--- src/rtl/vxe_vpu_prod_eu_fetch.sv ---
// Product EU fetch stage: turns generator addresses into 64-bit reads and
// unpacks enabled 32-bit words of in-order responses into a word FIFO.
// Word credits guarantee every response has room, so responses never stall.
module vxe_vpu_prod_eu_fetch #(
    parameter int unsigned OUTST  = 4,
    parameter int unsigned WDEPTH = 8
) (
    input  logic        clk,
    input  logic        nrst,
    input  logic        i_ag_valid,
    input  logic [36:0] i_ag_addr,
    input  logic [1:0]  i_ag_we_mask,
    output logic        o_ag_incr,
    output logic        o_rq_vld,
    output logic [36:0] o_rq_addr,
    input  logic        i_rq_rdy,
    input  logic        i_rs_vld,
    input  logic [63:0] i_rs_data,
    output logic        o_wd_vld,
    output logic [31:0] o_wd_data,
    input  logic        i_wd_rd,
    output logic        o_busy,
    output logic        o_err
);

    localparam int unsigned OAW = $clog2(OUTST);
    localparam int unsigned OPW = OAW + 1;
    localparam int unsigned WAW = $clog2(WDEPTH);
    localparam int unsigned WPW = WAW + 1;

    logic [OPW-1:0] mwp_q, mwp_d, mrp_q, mrp_d;
    logic [1:0]     mfifo_q [OUTST];
    logic [1:0]     mfifo_d [OUTST];
    logic [WPW-1:0] wwp_q, wwp_d, wrp_q, wrp_d;
    logic [31:0]    wmem_q [WDEPTH];
    logic [31:0]    wmem_d [WDEPTH];
    logic [WPW-1:0] res_q, res_d;
    logic           err_q, err_d;

    logic [OPW-1:0] outst;
    logic [WPW-1:0] wcnt;
    logic [1:0]     n_mask;
    logic           room;
    logic           fire;
    logic           rs_ok;
    logic [1:0]     rs_mask;
    logic           pop;
    logic [WAW-1:0] lo_idx, hi_idx;

    // Issue/pop qualification; nrst gating keeps the request side quiet in reset
    always_comb begin
        outst     = OPW'(mwp_q - mrp_q);
        wcnt      = WPW'(wwp_q - wrp_q);
        n_mask    = 2'(i_ag_we_mask[0]) + 2'(i_ag_we_mask[1]);
        room      = (({1'b0, res_q} + (WPW+1)'(n_mask)) <= (WPW+1)'(WDEPTH));
        o_rq_vld  = nrst & i_ag_valid & (|i_ag_we_mask) & (outst < OPW'(OUTST)) & room;
        o_rq_addr = i_ag_addr;
        fire      = o_rq_vld & i_rq_rdy;
        o_ag_incr = fire;
        rs_ok     = i_rs_vld & (outst != '0);
        rs_mask   = mfifo_q[mrp_q[OAW-1:0]];
        o_wd_vld  = (wcnt != '0);
        o_wd_data = wmem_q[wrp_q[WAW-1:0]];
        pop       = i_wd_rd & o_wd_vld;
        o_busy    = (outst != '0) | o_wd_vld;
        o_err     = err_q;
        lo_idx    = wwp_q[WAW-1:0];
        hi_idx    = WAW'(wwp_q[WAW-1:0] + WAW'(1));
    end

    // Next-state: mask FIFO push/pop, word unpack, credit and error tracking
    always_comb begin
        mwp_d   = mwp_q;
        mrp_d   = mrp_q;
        mfifo_d = mfifo_q;
        wwp_d   = wwp_q;
        wrp_d   = wrp_q;
        wmem_d  = wmem_q;
        res_d   = res_q;
        err_d   = err_q;

        if (fire) begin
            mfifo_d[mwp_q[OAW-1:0]] = i_ag_we_mask;
            mwp_d = OPW'(mwp_q + OPW'(1));
        end

        if (rs_ok) begin
            mrp_d = OPW'(mrp_q + OPW'(1));
            unique case (rs_mask)
                2'b01: begin
                    wmem_d[lo_idx] = i_rs_data[31:0];
                    wwp_d = WPW'(wwp_q + WPW'(1));
                end
                2'b10: begin
                    wmem_d[lo_idx] = i_rs_data[63:32];
                    wwp_d = WPW'(wwp_q + WPW'(1));
                end
                2'b11: begin
                    wmem_d[lo_idx] = i_rs_data[31:0];
                    wmem_d[hi_idx] = i_rs_data[63:32];
                    wwp_d = WPW'(wwp_q + WPW'(2));
                end
                default: ;
            endcase
        end else if (i_rs_vld) begin
            err_d = 1'b1;
        end

        if (pop) begin
            wrp_d = WPW'(wrp_q + WPW'(1));
        end

        res_d = WPW'(res_q + (fire ? WPW'(n_mask) : WPW'(0)) - (pop ? WPW'(1) : WPW'(0)));
    end

    // Control state with synchronous active-low reset
    always_ff @(posedge clk) begin
        if (!nrst) begin
            mwp_q <= '0;
            mrp_q <= '0;
            wwp_q <= '0;
            wrp_q <= '0;
            res_q <= '0;
            err_q <= 1'b0;
        end else begin
            mwp_q <= mwp_d;
            mrp_q <= mrp_d;
            wwp_q <= wwp_d;
            wrp_q <= wrp_d;
            res_q <= res_d;
            err_q <= err_d;
        end
    end

    // Storage arrays need no reset; pointers decide what is valid
    always_ff @(posedge clk) begin
        mfifo_q <= mfifo_d;
        wmem_q  <= wmem_d;
    end

endmodule

--- config.mk ---
export PLATFORM = sky130hd
export DESIGN_NAME = vxe_vpu_prod_eu_fetch
export DESIGN_NICKNAME = d
export VERILOG_FILES = /design/src/rtl/vxe_vpu_prod_eu_fetch.sv
export SDC_FILE = /design/constraint.sdc
export NUM_CORES = 1
export LEC_CHECK = 0
export ABC_AREA = 1
export BUFFER_PORTS_ARGS = -buffer_cell sky130_fd_sc_hd__buf_2
export CORE_MARGIN = 2
export CORE_UTILIZATION = 40
export DETAILED_ROUTE_END_ITERATION = 8
export PLACE_DENSITY = 0.58
export SYNTH_ARGS = -nofsm -noshare
export SYNTH_HDL_FRONTEND = slang
export SYNTH_SLANG_ARGS = --single-unit
--- constraint.sdc ---
create_clock -name clk -period 30.4 [get_ports clk]
set_input_delay 1.52 -clock clk [delete_from_list [all_inputs] [get_ports clk]]
set_output_delay 1.52 -clock clk [all_outputs]
set_load 0.01 [all_outputs]
==> results.cfg, run 1 <==
[run_status]
status = completed

[die]
rows = 90
ioPinCount = 183
start_util = 0.406
die_h_um = 252
core_mm2 = 0.0605
die_w_um = 252
die_area_mm2 = 0.0633

[critical_path]
crit_path_end_kind = output port
worst-r2r-setup-slack_ns = 26.03
worstPathArrival_ns = 3.65
startpoint_type = input pin
critPathCapture = o_ag_incr
worst-setup-path-type = input pin to output port
r2r_cells = 17
rr_startpoint = wrp_q[1]
rr_endpoint = res_q[2]
crit_fanout = 9
crit_path_start = i_ag_we_mask[0]
crit_required_ns = 28.88

[synthesis]
yosys_warnings = 0
yosys-top-cells-count = nand2_1 (871), inv_1 (527), o21ai_0 (411)
syn_inst = 3610
yosysSeqAreaShare = 0.339
netlist_area_mm2 = 0.0245
synth_top_cell_area_share = 0.323
synth_most_common_cell = nand2_1
syn-mean-instance-area_um2 = 6.80
synth-seq-cells = 283
synth-edff-count = 264
ys_types = 37
syn-num-nets = 3750
async_flop_share = 0
synthFlopType = edfxtp_1
synth.area.top_cells = edfxtp_1 (32%), nand2_1 (13%), o211ai_1 (9.7%)
synth_area_leader_cell = edfxtp_1

[min_path]
hp-class = flip-flop to flip-flop

[place]
place_ws_ns = 25.23
dp_hpwl_mm = 44.4
port_buffers = 108
finalWeightedCongestion = 0.769

[timing]
report.final.slew_viol_count = 0
fmax_ghz = 0.193
hold_violations = 0
setup_viol = 0
slew_headroom = 0.181
layout_setup_ws_ns = 25.23
period_needed_ns = 5.17
setup_tns_ns = 0
rsz0062_at_grt = false
finClkSkew_ns = 0.0140
worst_slew_pin_slew_ns = 1.23
fin_crit_sh = 0.170

[power]
p_leak_nw = 11.7
p_per_area_mw_per_mm2 = 134
ir_drop_v = 0.000201

[grt]
grt-ovfl-total = 0
grt_max_degree = 213
antenna_found_initial = 4
grt_pass1_vias = 22800
grt_pass1_wl_mm = 131
grt_usage = 0.262

[cts]
cts_root_buf = clkbuf_16
post_cts_buffers = 0
numCtsBuffers = 38
cts_tree = yes
cts_resized = 0
clock_sinks = 283
clock_latency_ns = 0.57
htreeDepth = 2
ctsLongestPathBuffers = 3
hold_buffers = 0
clk_pin_slew_ns = 0.06

[cells_and_area]
n_fill_cell = 6326
regArea_mm2 = 0.00832
drive_gt1_frac = 0.0744
multi_input_area_mm2 = 0.0126
nets = 3592
syn2layout_area_growth_pct = 5.92

[drt]
post-route-drc-count = 0
wl_per_cell_um = 19.7
dr.pass1.iters = 7
vias_per_cell = 5.68
drtIter0Drc = 2278
final_antenna_net_count = 0
vias = 24200
totalWireLength_mm = 84.2

[job]
cap_violations = 0
==> flip-flops by register name (all words and copies together) (netlist names) <==
name     flops
wrp_q        4
mrp_q        3
wwp_q        4
wmem_q     256
mwp_q        3
o_err        1
mfifo_q      8
res_q        4
==> report_power, final <==
part           internal (mW)  leakage (nW)  total (mW)  switching, mW
combinational          0.670          8.42        2.11           1.44
sequential             0.824          2.65       0.919         0.0955
clock                  0.267         0.601       0.461          0.194
total                   1.76          11.7        3.49           1.73
==> worst min-delay path by stage <==
stage	start	endpoint	slack, ns	cells past startpoint
floorplan	wrp_q[3]	wrp_q[3]	0.45	2
global placement	o_err	o_err	0.45	2
finish	o_err	o_err	0.47	2
global route	o_err	o_err	0.51	2
detailed placement	o_err	o_err	0.45	2
CTS	o_err	o_err	0.46	2
==> metal layers <==
layer  global-route usage  share of wire
met3               0.0414          0.073
met2                0.444           0.47
met1                0.344           0.43
met5                    0              0
met4               0.0774          0.027
==> cell type report <==
class	instances	area share
Clock inverter	16	0.00414
Antenna cell	4	0.000385
Inverter	536	0.0776
Tap cell	782	0.0377
Multi-Input combinational cell	2455	0.486
Sequential cell	283	0.320
Clock buffer	52	0.0431
Timing Repair Buffer	138	0.0309
==> critical path, cell delays in order <==
cell and delay (ns):
buf_2 0.14, inv_1 0.06, ha_1 0.30, ha_1 0.22, fa_1 0.43, nand2_1 0.09, nand4_1 0.08, nor2_1 0.21
nand3_1 0.27, inv_1 0.19, buf_2 0.15
==> metrics by stage <==
step                       util  std cells  power [mW]  hold slack (ns)  area (um2)
after CTS                 0.430       4262        3.50            0.459       26000
after global placement    0.409       4194        3.00            0.454       24800
after floorplan               -       3610        2.56            0.454       24500
final                     0.430       4266        3.49            0.469       26000
after global routing      0.430       4264        3.82            0.505       26000
after detailed placement  0.409       4194        3.03            0.449       24800
==> kinds of logic after synthesis <==
logic type                 Yosys count  share of synthesized area
AOI/OAI and AO/OA                 1015                      0.246
buffers and inverters              872                      0.150
DFF                                283                      0.339
xor gates and xnor gates             7                    0.00250
adders and majority gates           31                     0.0167
and+or+nand+nor                   1402                      0.246
==> cell usage in the layout, fill, tap and decap left out, types with 32 or more instances in the layout <==
| master | count |
|---|---|
| inv_1 | 524 |
| a31oi_1 | 32 |
| nor2_1 | 48 |
| o21ai_1 | 48 |
| clkbuf_16 | 43 |
| edfxtp_1 | 264 |
| nand2_1 | 866 |
| o211ai_1 | 318 |
| or2_1 | 47 |
| nand3_1 | 400 |
| a21oi_1 | 175 |
| o21ai_0 | 411 |
| buf_2 | 108 |
(Power assumes the default switching activity.)
==> inputs of run 2 (changes only) <==
Settings changed: ABC_AREA 1 to 0, PLACE_DENSITY 0.58 to 0.6.
Clock period 30.4 ns to 4.21 ns, I/O delays scaled along.
==> results.cfg, run 2 <==
[synthesis]
synth-seq-cells = 283
synth_fa_ha_area_frac = 0.0184
netlist_area_mm2 = 0.0223
synth-edff-count = 264
synth_most_common_cell = nand2_1
yosys-top-cells-count = nand2_1 (378), mux2i_1 (343), edfxtp_1 (264)
synthFlopType = edfxtp_1
synth_top_cell_area_share = 0.355
synthMuxAreaShare = 0.220
synth_area_leader_cell = edfxtp_1
syn-mean-instance-area_um2 = 9.68
yosys_warnings = 0
synth_xor_xnor_area_share = 0.00644
synth.area.top_cells = edfxtp_1 (36%), mux2i_1 (15%), mux4_2 (6.7%)
yosysSeqAreaShare = 0.372
async_flop_share = 0
syn-num-nets = 2447
syn_inst = 2307
synth_compound_area_frac = 0.211
synth_top_family_by_area = multiplexers
synth_simple_gate_area_frac = 0.106
ys_types = 60

[critical_path]
cp_common_cell = ha_1
crit_path_end_kind = flip-flop
critical_path_buf_inv_count = 4
worst-setup-path-type = input pin to flip-flop
crit_required_ns = 4.63
crit_fanout = 6
slowest_stage = dlygate4sd3_1
critPathTopFamily = adder cells
worstPathArrival_ns = 4.03
critPathMaxStageDelay_ns = 0.52
worst-r2r-setup-slack_ns = 0.74
crit_chain = dlygate4sd3_1 -> buf_2 -> inv_1 -> ha_1 -> ha_1 -> fa_1 -> xor2_1 -> or3_1 -> a31oi_1 -> nand2_1 -> ha_1 -> inv_1 -> ha_1 -> fa_1 -> xnor2_1 -> nor2_1
rr_startpoint = mrp_q[0]
r2r_cells = 7
startpoint_type = input pin
rr_endpoint = wmem_q[228]

[die]
die_w_um = 240
rows = 86
start_util = 0.405
die_area_mm2 = 0.0577
die_h_um = 240
core_mm2 = 0.0551
ioPinCount = 183

[timing]
fmax_ghz = 0.277
hold_violations = 0
finClkSkew_ns = 0.0155
layout_setup_ws_ns = 0.598
slew_headroom = 0.222
setup_viol = 0
rsz0062_at_grt = false
report.final.slew_viol_count = 0
worst_slew_pin_slew_ns = 1.17
period_needed_ns = 3.61
fin_crit_sh = 0.858

[cells_and_area]
final_cell_mix = nand2_1 (368), mux2i_1 (343), edfxtp_1 (264)
regMostFlops = wmem_q
drive_gt1_frac = 0.138
fin_util = 0.440
final_common_cell = nand2_1
largest_reg_flops = 256
reg_top3 = wmem_q x256, mfifo_q x8
syn2layout_area_growth_pct = 8.60
nets = 2334

[cts]
htreeDepth = 2
numCtsBuffers = 37
cts_root_buf = clkbuf_16
clock_sinks = 283
cts_tree = yes
post_cts_buffers = 0
cts_resized = 0
clk_pin_slew_ns = 0.06
clock_latency_ns = 0.56
hold_buffers = 3
ctsLongestPathBuffers = 3

[power]
p_leak_nw = 10.7
p_per_area_mw_per_mm2 = 744
p_total_mw = 18.0
ir_drop_v = 0.000399

[grt]
grt_max_degree = 161
grt_pass1_wl_mm = 115
grt_pass1_vias = 18900
grt_usage = 0.257
antenna_found_initial = 7
grt-ovfl-total = 0

[drt]
vias = 19600
dr.pass1.iters = 6
post-route-drc-count = 0
totalWireLength_mm = 75.0
vias_per_cell = 6.61
wl_per_cell_um = 25.3
final_antenna_net_count = 0
drtIter0Drc = 1958

[place]
dp_hpwl_mm = 44.3
place_ws_ns = 0.570
port_buffers = 108
finalWeightedCongestion = 0.837

[min_path]
holdPathEnd = wrp_q[2]
hp-class = input pin to flip-flop
whs_path_depth = 3
holdCritStartpoint = nrst

[job]
cap_violations = 0

[run_status]
status = completed
## run 2: changes by cell type after synthesis, moves of 171 or more
cell,delta
nand3_1,-389
o211ai_1,-171
nand2_1,-493
mux2i_1,+343
inv_1,-505
o21ai_0,-371
## run 2: layer usage
layer	vias up	GRT usage	share of wire
li1	8659	-	-
met1	9780	0.353	0.41
met2	975	0.404	0.46
met3	181	0.0416	0.085
met4	10	0.106	0.035
met5	-	0	0.00087
## run 2: how the worst max path moves through the flow
stage | cells past startpoint | slack, ns | from | endpoint
final | 16 | 0.60 | i_ag_we_mask[0] | res_q[2]
after global routing | 16 | 0.39 | i_ag_we_mask[1] | res_q[2]
after CTS | 6 | 0.59 | wrp_q[0] | o_wd_data[14]
after detailed placement | 15 | 0.57 | i_ag_we_mask[0] | res_q[2]
after global placement | 15 | 0.65 | i_ag_we_mask[0] | res_q[2]
after floorplan | 7 | -4.82 | mwp_q[0] | wwp_q[2]
## run 2: cell families after synthesis
group                    count (synthesis)
buffers and inverters                  338
XOR/XNOR                                14
AND/OR/NAND/NOR                        586
AO/OA/AOI/OAI                          646
adder cells (fa/ha/maj)                 31
flip-flops                             283
multiplexers                           409
## run 2: worst min-delay path: cells and delay by family
family                 cells  cell delay, ns
buffers and inverters      1            0.18
muxes                      1            0.06
and+or+nand+nor            1            0.09
## run 2: final cells by class
cell class,instances,area (um2)
flip-flops and latches,283,8320
inverters,24,95.1
clock inverters,17,100
fillers,5245,30800
repair buffers,162,1090
clock buffers,47,1020
multi-input cells,1686,12700
well taps,748,936
diodes,1,2.50
## run 2: through the flow
stage	setup TNS (ns)	std cells	instance area (um2)	hold WS, ns
2_1_floorplan	-1115.24	2307	22400	0.309
3_3_place_gp	0	2900	23100	0.421
3_5_place_dp	0	2900	23100	0.421
4_1_cts	0	2967	24200	0.0139
5_1_grt	0	2968	24200	0.0324
6_report	0	2968	24200	0.0389
## run 2: report_power, final
part	leakage, nW	internal (mW)	switching, mW
Sequential	2.62	4.90	0.721
Clock	0.548	1.76	1.32
Combinational	7.58	3.71	5.63
